$ cat config.mk
export PLATFORM = sky130hd
export DESIGN_NAME = fetch_decode
export DESIGN_NICKNAME = d
export VERILOG_FILES = /design/src/rtl/fetch_decode.sv
export SDC_FILE = /design/constraint.sdc
export NUM_CORES = 1
export LEC_CHECK = 0
export CORE_MARGIN = 3
export CORE_UTILIZATION = 30
export CTS_BUF_LIST = sky130_fd_sc_hd__clkbuf_8
export DETAILED_ROUTE_END_ITERATION = 6
export SYNTH_ARGS = -nofsm -noshare
export SYNTH_HDL_FRONTEND = slang
export SYNTH_SLANG_ARGS = --single-unit
$ cat constraint.sdc
create_clock -name CLK -period 3.4 [get_ports CLK]
set_clock_uncertainty 0.05 [all_clocks]
set_input_delay 0.68 -clock CLK [delete_from_list [all_inputs] [get_ports CLK]]
set_output_delay 0.68 -clock CLK [all_outputs]
set_load 0.01 [all_outputs]
$ cat src/rtl/fetch_decode.sv
// fetch_decode: instruction sequencer in front of the mini-CPU execute unit.
// Fetches 16-bit words from instruction memory, decodes IDEN/OPCODE, fetches
// the operand (data memory or immediate), strobes START for one cycle and, for
// store instructions, writes the execute unit's STORE_DATA back to data memory.
//
// State table:
//   S_IDLE       | waiting for RUN after reset
//   S_FETCH      | IMEM_REQ held until IMEM_ACK; IR captured on ACK
//   S_DECODE     | fields latched, PC advanced, branch on IDEN
//   S_OPERAND_RD | DMEM read held until DMEM_ACK; OPERAND captured on ACK
//   S_EXEC       | START high for exactly this cycle
//   S_STORE_WAIT | execute unit settles STORE_DATA
//   S_STORE      | DMEM write held until DMEM_ACK
//   S_HALT       | HALTED high; RUN restarts at START_PC
//
// Ports:
//   CLK, RST                 clock, synchronous active-high reset
//   RUN                      start / restart request
//   IMEM_REQ/ADDR/RDATA/ACK  instruction memory handshake
//   DMEM_REQ/WE/ADDR/WDATA/RDATA/ACK  data memory handshake
//   STORE_DATA               execute unit store result
//   START, IDEN, OPCODE, OPERAND  execute unit command
//   PC, BUSY, HALTED         status
module fetch_decode #(
    parameter int              ADDR_W   = 8,
    parameter logic [ADDR_W-1:0] START_PC = '0
) (
    input  logic              CLK,
    input  logic              RST,
    input  logic              RUN,
    output logic              IMEM_REQ,
    output logic [ADDR_W-1:0] IMEM_ADDR,
    input  logic [15:0]       IMEM_RDATA,
    input  logic              IMEM_ACK,
    output logic              DMEM_REQ,
    output logic              DMEM_WE,
    output logic [ADDR_W-1:0] DMEM_ADDR,
    output logic [15:0]       DMEM_WDATA,
    input  logic [15:0]       DMEM_RDATA,
    input  logic              DMEM_ACK,
    input  logic [15:0]       STORE_DATA,
    output logic              START,
    output logic [1:0]        IDEN,
    output logic [3:0]        OPCODE,
    output logic [15:0]       OPERAND,
    output logic [ADDR_W-1:0] PC,
    output logic              BUSY,
    output logic              HALTED
);

    typedef enum logic [2:0] {
        S_IDLE,
        S_FETCH,
        S_DECODE,
        S_OPERAND_RD,
        S_EXEC,
        S_STORE_WAIT,
        S_STORE,
        S_HALT
    } state_t;

    state_t      state;
    logic [15:0] ir;

    logic [1:0]        ir_iden;
    logic [3:0]        ir_opcode;
    logic [ADDR_W-1:0] ir_addr;
    logic              needs_mem;
    logic              exec_is_store;

    assign ir_iden   = ir[15:14];
    assign ir_opcode = ir[13:10];
    assign ir_addr   = ir[ADDR_W-1:0];

    // ALU-style opcodes that take their operand from data memory
    assign needs_mem = (ir_opcode <= 4'd5) || (ir_opcode == 4'd8);

    // Uses the latched fields, which are the current instruction during EXEC
    assign exec_is_store = (IDEN == 2'b01) && (OPCODE == 4'hF);

    // Address outputs follow PC/IR directly; both are frozen while a request is open
    assign IMEM_ADDR = PC;
    assign DMEM_ADDR = ir_addr;

    generate
        if (ADDR_W < 10) begin : g_unused
            logic unused_ir_bits;
            assign unused_ir_bits = ^ir[9:ADDR_W];
        end
    endgenerate

    always_ff @(posedge CLK) begin
        if (RST) begin
            state      <= S_IDLE;
            ir         <= '0;
            PC         <= START_PC;
            IDEN       <= '0;
            OPCODE     <= '0;
            OPERAND    <= '0;
            DMEM_WDATA <= '0;
            IMEM_REQ   <= 1'b0;
            DMEM_REQ   <= 1'b0;
            DMEM_WE    <= 1'b0;
            START      <= 1'b0;
            BUSY       <= 1'b0;
            HALTED     <= 1'b0;
        end else begin
            START <= 1'b0;
            case (state)
                S_IDLE: begin
                    if (RUN) begin
                        IMEM_REQ <= 1'b1;
                        BUSY     <= 1'b1;
                        state    <= S_FETCH;
                    end
                end
                S_FETCH: begin
                    if (IMEM_ACK) begin
                        ir       <= IMEM_RDATA;
                        IMEM_REQ <= 1'b0;
                        state    <= S_DECODE;
                    end
                end
                S_DECODE: begin
                    IDEN   <= ir_iden;
                    OPCODE <= ir_opcode;
                    PC     <= PC + 1'b1;
                    case (ir_iden)
                        2'b00: begin
                            OPERAND <= {{(16-ADDR_W){1'b0}}, ir_addr};
                            START   <= 1'b1;
                            state   <= S_EXEC;
                        end
                        2'b01: begin
                            if (needs_mem) begin
                                DMEM_REQ <= 1'b1;
                                DMEM_WE  <= 1'b0;
                                state    <= S_OPERAND_RD;
                            end else begin
                                START <= 1'b1;
                                state <= S_EXEC;
                            end
                        end
                        2'b10: begin
                            // later assignment overrides the increment above
                            PC       <= ir_addr;
                            IMEM_REQ <= 1'b1;
                            state    <= S_FETCH;
                        end
                        default: begin
                            BUSY   <= 1'b0;
                            HALTED <= 1'b1;
                            state  <= S_HALT;
                        end
                    endcase
                end
                S_OPERAND_RD: begin
                    if (DMEM_ACK) begin
                        OPERAND  <= DMEM_RDATA;
                        DMEM_REQ <= 1'b0;
                        START    <= 1'b1;
                        state    <= S_EXEC;
                    end
                end
                S_EXEC: begin
                    if (exec_is_store) begin
                        state <= S_STORE_WAIT;
                    end else begin
                        IMEM_REQ <= 1'b1;
                        state    <= S_FETCH;
                    end
                end
                S_STORE_WAIT: begin
                    // single capture; STORE_DATA is only guaranteed this cycle
                    DMEM_WDATA <= STORE_DATA;
                    DMEM_REQ   <= 1'b1;
                    DMEM_WE    <= 1'b1;
                    state      <= S_STORE;
                end
                S_STORE: begin
                    if (DMEM_ACK) begin
                        DMEM_REQ <= 1'b0;
                        DMEM_WE  <= 1'b0;
                        IMEM_REQ <= 1'b1;
                        state    <= S_FETCH;
                    end
                end
                S_HALT: begin
                    if (RUN) begin
                        PC       <= START_PC;
                        HALTED   <= 1'b0;
                        BUSY     <= 1'b1;
                        IMEM_REQ <= 1'b1;
                        state    <= S_FETCH;
                    end
                end
                default: state <= S_IDLE;
            endcase
        end
    end

endmodule

==> results of run 1 <==
placed cells by master, fill, tap and decap left out, drive strengths merged, types with 4 or more instances in the layout:
master	count
and3	5
nor2	19
inv	8
dfxtp	69
nand3	12
nand2	93
a21oi	55
nand2b	5
a22o	8
nor2b	4
a311oi	9
clkdlybuf4s50	117
and2	6
buf	4
o21ai	15
clkbuf	10
mux2i	5
nor3	8
metal layers:
| layer | vias up | GRT usage, % | routed length [um] |
|---|---|---|---|
| met3 | 7 | 7.578 | 997 |
| met2 | 111 | 23.82 | 4029 |
| li1 | 1530 | - | - |
| met1 | 1400 | 19.19 | 3975 |
| met4 | 0 | 3.607 | 73 |
| met5 | - | 0 | 0 |
report_power, final:
group / leakage [uW] / internal [uW] / switching [uW]
clock: 0.000101 / 344 / 285
combinational: 0.000849 / 253 / 243
sequential: 0.000559 / 866 / 87.2
total: 0.00151 / 1460 / 615
tightest hold or removal path, cell delays in order, from the launching register on:
cell and delay, ps:
dfxtp_1 310, nand2_1 50, a21oi_1 50
worst min path at each step:
stage / startpoint / to / depth (start not counted)
after floorplan: ir[13] / OPCODE[3] / 2
after global placement: DMEM_WDATA[0] / DMEM_WDATA[0] / 2
after detailed placement: DMEM_WDATA[5] / DMEM_WDATA[5] / 2
after CTS: DMEM_WDATA[10] / DMEM_WDATA[10] / 2
after global routing: DMEM_WDATA[12] / DMEM_WDATA[12] / 2
final: DMEM_WDATA[15] / DMEM_WDATA[15] / 2
registers in the layout, summed over array words and instances (netlist names):
signal	cells
BUSY	1
DMEM_REQ	1
DMEM_WDATA	16
DMEM_WE	1
HALTED	1
IDEN	2
IMEM_ADDR	8
IMEM_REQ	1
OPCODE	4
OPERAND	16
START	1
ir	14
state	3
kinds of logic after synthesis:
family | Yosys count | share of synthesized area [%]
xor+xnor | 1 | 0.2753
buf+inv | 50 | 8.926
simple gates | 163 | 23.48
compound gates | 107 | 21.94
fa+ha+maj | 1 | 0.3932
mux | 5 | 1.573
flops | 69 | 43.41
synthesized netlist by cell type, types with 4 or more instances:
master / n / area share (%)
a21oi_1: 54 / 8.5
a22o_1: 8 / 2.2
a311oi_1: 7 / 1.9
and2_1: 6 / 1.2
and3_1: 5 / 0.98
buf_2: 8 / 1.3
buf_4: 19 / 4.5
clkbuf_1: 15 / 1.8
dfxtp_1: 69 / 43
inv_1: 6 / 0.71
mux2i_1: 5 / 1.6
nand2_1: 93 / 11
nand2b_1: 5 / 0.98
nand3_1: 12 / 1.9
nor2_1: 18 / 2.1
nor2b_1: 4 / 0.79
nor3_1: 8 / 1.3
o21ai_0: 15 / 2.4
stage by stage:
step / instance area, um^2 / setup WS (ps) / hold WS, ps / power, uW
global placement: 4285 / 772.7 / 391.2 / 1463
floorplan: 3182 / 1593 / 394.8 / 1270
global route: 4466 / 772.0 / 428.0 / 2205
detailed placement: 4285 / 716.4 / 399.2 / 1473
CTS: 4466 / 1009 / 409.7 / 2115
finish: 4466 / 1005 / 405.5 / 2079
final cells by class:
cell class,instances,area [um^2],share of cell area [%]
clock buffers,10,137.6,3.082
clock inverters,4,42.54,0.9526
repair buffers,121,1199,26.84
inverters,6,22.52,0.5043
flip-flops and latches,69,1381,30.93
well taps,133,166.4,3.727
multi-input cells,277,1516,33.96
==> impl_metrics.tcl, run 1 <==
set metrics [dict create \
    powerDensity_nw_per_um2 465.5 \
    track_usage_pct 15.38 \
    cts_made_buffers 9 \
    cp_cell_sequence "nor3b_2 > a21oi_1 > a211o_1 > a21oi_1" \
    slew_viol_final 0 \
    postCtsSetupBuffers 0 \
    design.final.nets 538 \
    critical_path_buf_inv_count 0 \
    max_freq_ghz 0.4176 \
    reg2reg_from "state[1]" \
    rsz0062_at_grt "false" \
    layout-drive-gt1-share_pct 5.749 \
    grt_max_degree 33 \
    viasPerCell 4.916 \
    via_count 3048 \
    globalRouteOverflowTotal 0 \
    ys_seq_area_share_pct 43.41 \
    setup_viol 0 \
    postSynthCellCount 396 \
    worstSetupEndpoint "IMEM_ADDR[0]" \
    dieHeight_um 109.0 \
    required_ps 3620 \
    cp_num_cells 4 \
    grt_pass1_vias 2919 \
    crit_path_max_fanout 28 \
    slew_headroom_pct 37.70 \
    syn_to_final_growth_pct 40.35 \
    fin_tns_setup_ps 0 \
    place_congestion 0.8247 \
    drt_iter0_drc 164 \
    synth-seq-cells 69 \
    cap_violations 0 \
    dieArea_um2 11880 \
    htreeDepth 3 \
    critPathCaptureType "register" \
    hpwl_um 6652 \
    critPathArrivalTime_ps 2610 \
    crit_top_cell "a21oi_1" \
    fillers 999 \
    row_count 36 \
    initial_core_util_pct 31.68 \
    cts_tree "done" \
    diodes 0 \
    syn_area_um2 3182 \
    dieWidth_um 109.0 \
    cts_root_buffer "clkbuf_8" \
    wl_per_cell_um 14.64 \
    wl_um 9075 \
    worst_path_largest_cell_delay_ps 940 \
    clk_path_buf_depth 2 \
    core_um2 10040 \
    crit_start "state[1]" \
    yosysUniqueCellTypes 52 \
    dpl.cell_count 606 \
    synth.avg_cell_area_um2 8.035 \
    hold_viol_final 0 \
    utilization_pct 44.46 \
    io_pins 121 \
    start_kind "register" \
    remaining_drc_errors 0 \
    critPathTopFamily "flip-flops" \
    path_class "register to register" \
    ir_worst_vdd_mv 0.2536 \
    grt_pass1_wl_um 14490 \
    synth_fp_nets 450 \
    hold_buffers 0 \
    cts_sinks 69 \
    period_share_pct 70.44 \
    min_period_ps 2395 \
    yosysWarnings 0 \
    port_buffers 118 \
    instances_no_fill 620 \
    power.leakage_uw 0.001509 \
    hold_class "register to register" \
    post_cts_resized 0 \
    rrSetupSlack_ps 1010 \
    synth_edf_count 0 \
    ant_nets 0 \
    status "complete, no violations" \
    reg2reg_depth 4 \
    synthFlopType "dfxtp_1" \
    clk_pin_slew_worst_paths_ps 70 \
    clk_latency_ps 340 \
    worst_pin_slew_ps 933.2 \
    dr.pass1.iters 4 \
    synth-async-reset-ratio_pct 0 \
    worst_path_max_delay_cell "dfxtp_1" \
    antenna_found_initial 0 \
    worstReg2RegEnd "IMEM_ADDR[0]" \
]
No activity file was read; power rests on OpenSTA's default activity.
==> run 2: changes to the inputs <==
Clock period 3.4 ns to 2.5 ns, I/O delays scaled along.
==> impl_metrics.tcl, run 2 (synthesis results as in run 1) <==
set metrics [dict create \
    status "complete, no violations" \
    power.leakage_uw 0.001562 \
    critPathTopFamily "buffers and inverters" \
    post_cts_resized 0 \
    dpl.cell_count 616 \
    cts_made_buffers 9 \
    row_count 36 \
    place_ws_ps 353.9 \
    dieHeight_um 109.0 \
    port_buffers 118 \
    min_period_ps 2002 \
    wl_per_cell_um 14.31 \
    antenna_found_initial 0 \
    dieWidth_um 109.0 \
    clk_path_buf_depth 2 \
    path_class "register to primary output" \
    core_um2 10040 \
    worst_path_largest_cell_delay_ps 630 \
    slew_viol_final 0 \
    viasPerCell 4.891 \
    setup_viol 0 \
    worst_pin_slew_ps 739.1 \
    cap_violations 0 \
    clk_pin_slew_worst_paths_ps 80 \
    postCtsSetupBuffers 0 \
    track_usage_pct 15.59 \
    ant_nets 0 \
    top_regs "DMEM_WDATA: 16 flops, OPERAND: 16 flops, ir: 14 flops" \
    max_freq_ghz 0.4995 \
    crit_path_max_fanout 7 \
    io_pins 121 \
    required_ps 1950 \
    period_share_pct 80.07 \
    globalRouteOverflowTotal 0 \
    cp_cell_sequence "clkdlybuf4s50_1" \
    htreeDepth 3 \
    final_cell_mix "clkdlybuf4s50_1, nand2_1, dfxtp_1" \
    dr.pass1.iters 4 \
    syn_to_final_growth_pct 43.37 \
    grt_max_degree 38 \
    worst_path_max_delay_cell "clkdlybuf4s50_1" \
    timing.final.ws_setup_ps 498.2 \
    wl_um 9042 \
    slew_headroom_pct 50.66 \
    fin_tns_setup_ps 0 \
    cts_sinks 69 \
    critPathCaptureType "primary output" \
    grt_pass1_wl_um 14640 \
    hold_buffers 0 \
    powerDensity_nw_per_um2 642.4 \
    place_congestion 0.8521 \
    layout-drive-gt1-share_pct 8.216 \
    fillers 1002 \
    ir_worst_vdd_mv 0.2874 \
    instances_no_fill 632 \
    design.final.nets 548 \
    utilization_pct 45.42 \
    via_count 3091 \
    hpwl_um 6592 \
    initial_core_util_pct 31.68 \
    grt_pass1_vias 2947 \
    final_common_cell "clkdlybuf4s50_1" \
    power_uw 2930 \
    hold_class "register to register" \
    clk_latency_ps 350 \
    rsz0062_at_grt "false" \
    hold_viol_final 0 \
    dieArea_um2 11880 \
    critPathArrivalTime_ps 1450 \
    cts_root_buffer "clkbuf_8" \
    diodes 0 \
    start_kind "register" \
    cts_tree "done" \
    drt_iter0_drc 179 \
    critical_path_buf_inv_count 1 \
    remaining_drc_errors 0 \
]
==> run 2: changes by cell type in the layout (fill, tap and decap cells not counted) <==
cell,previous run,this run
inv_1,8,7
buf_4,3,13
clkinvlp_4,0,1
clkinv_4,0,2
==> run 2: final timing paths <==
check,depth (start not counted),to,slack [ps],start
setup / recovery,1,PC[0],500,IMEM_ADDR[0]
hold / removal,2,DMEM_WDATA[6],400,DMEM_WDATA[6]
setup reg to reg,5,IMEM_ADDR[0],510,state[2]
hold reg to reg,2,DMEM_WDATA[6],400,DMEM_WDATA[6]
==> run 2: cell type report <==
type,instances,area (um^2),area share (%)
well taps,133,166.4,3.648
flip-flops and latches,69,1381,30.28
multi-input cells,277,1516,33.24
repair buffers,131,1274,27.92
inverters,6,22.52,0.4937
clock inverters,6,63.81,1.399
clock buffers,10,137.6,3.017
==> run 2: layer usage <==
metal / wire, um / vias to the layer above / track usage, % / part of all wire (%)
met5: 0 / - / 0 / 0
met4: 105 / 0 / 4.509 / 1.2
met3: 1007 / 12 / 7.519 / 11
met2: 3961 / 128 / 23.82 / 44
met1: 3967 / 1392 / 19.48 / 44
li1: - / 1559 / - / -
==> run 2: per-stage QoR <==
step                      hold slack [ps]  instance area (um^2)
after detailed placement            398.5                  4360
after global routing                433.9                  4562
after floorplan                     394.8                  3182
after CTS                           408.5                  4562
final                               403.9                  4562
after global placement              391.3                  4360
==> run 2: power breakdown <==
group	total [uW]	internal (uW)	switching (uW)
Sequential	1270	1180	91.6
Combinational	729	366	363
Clock	932	486	446
Total	2930	2030	901
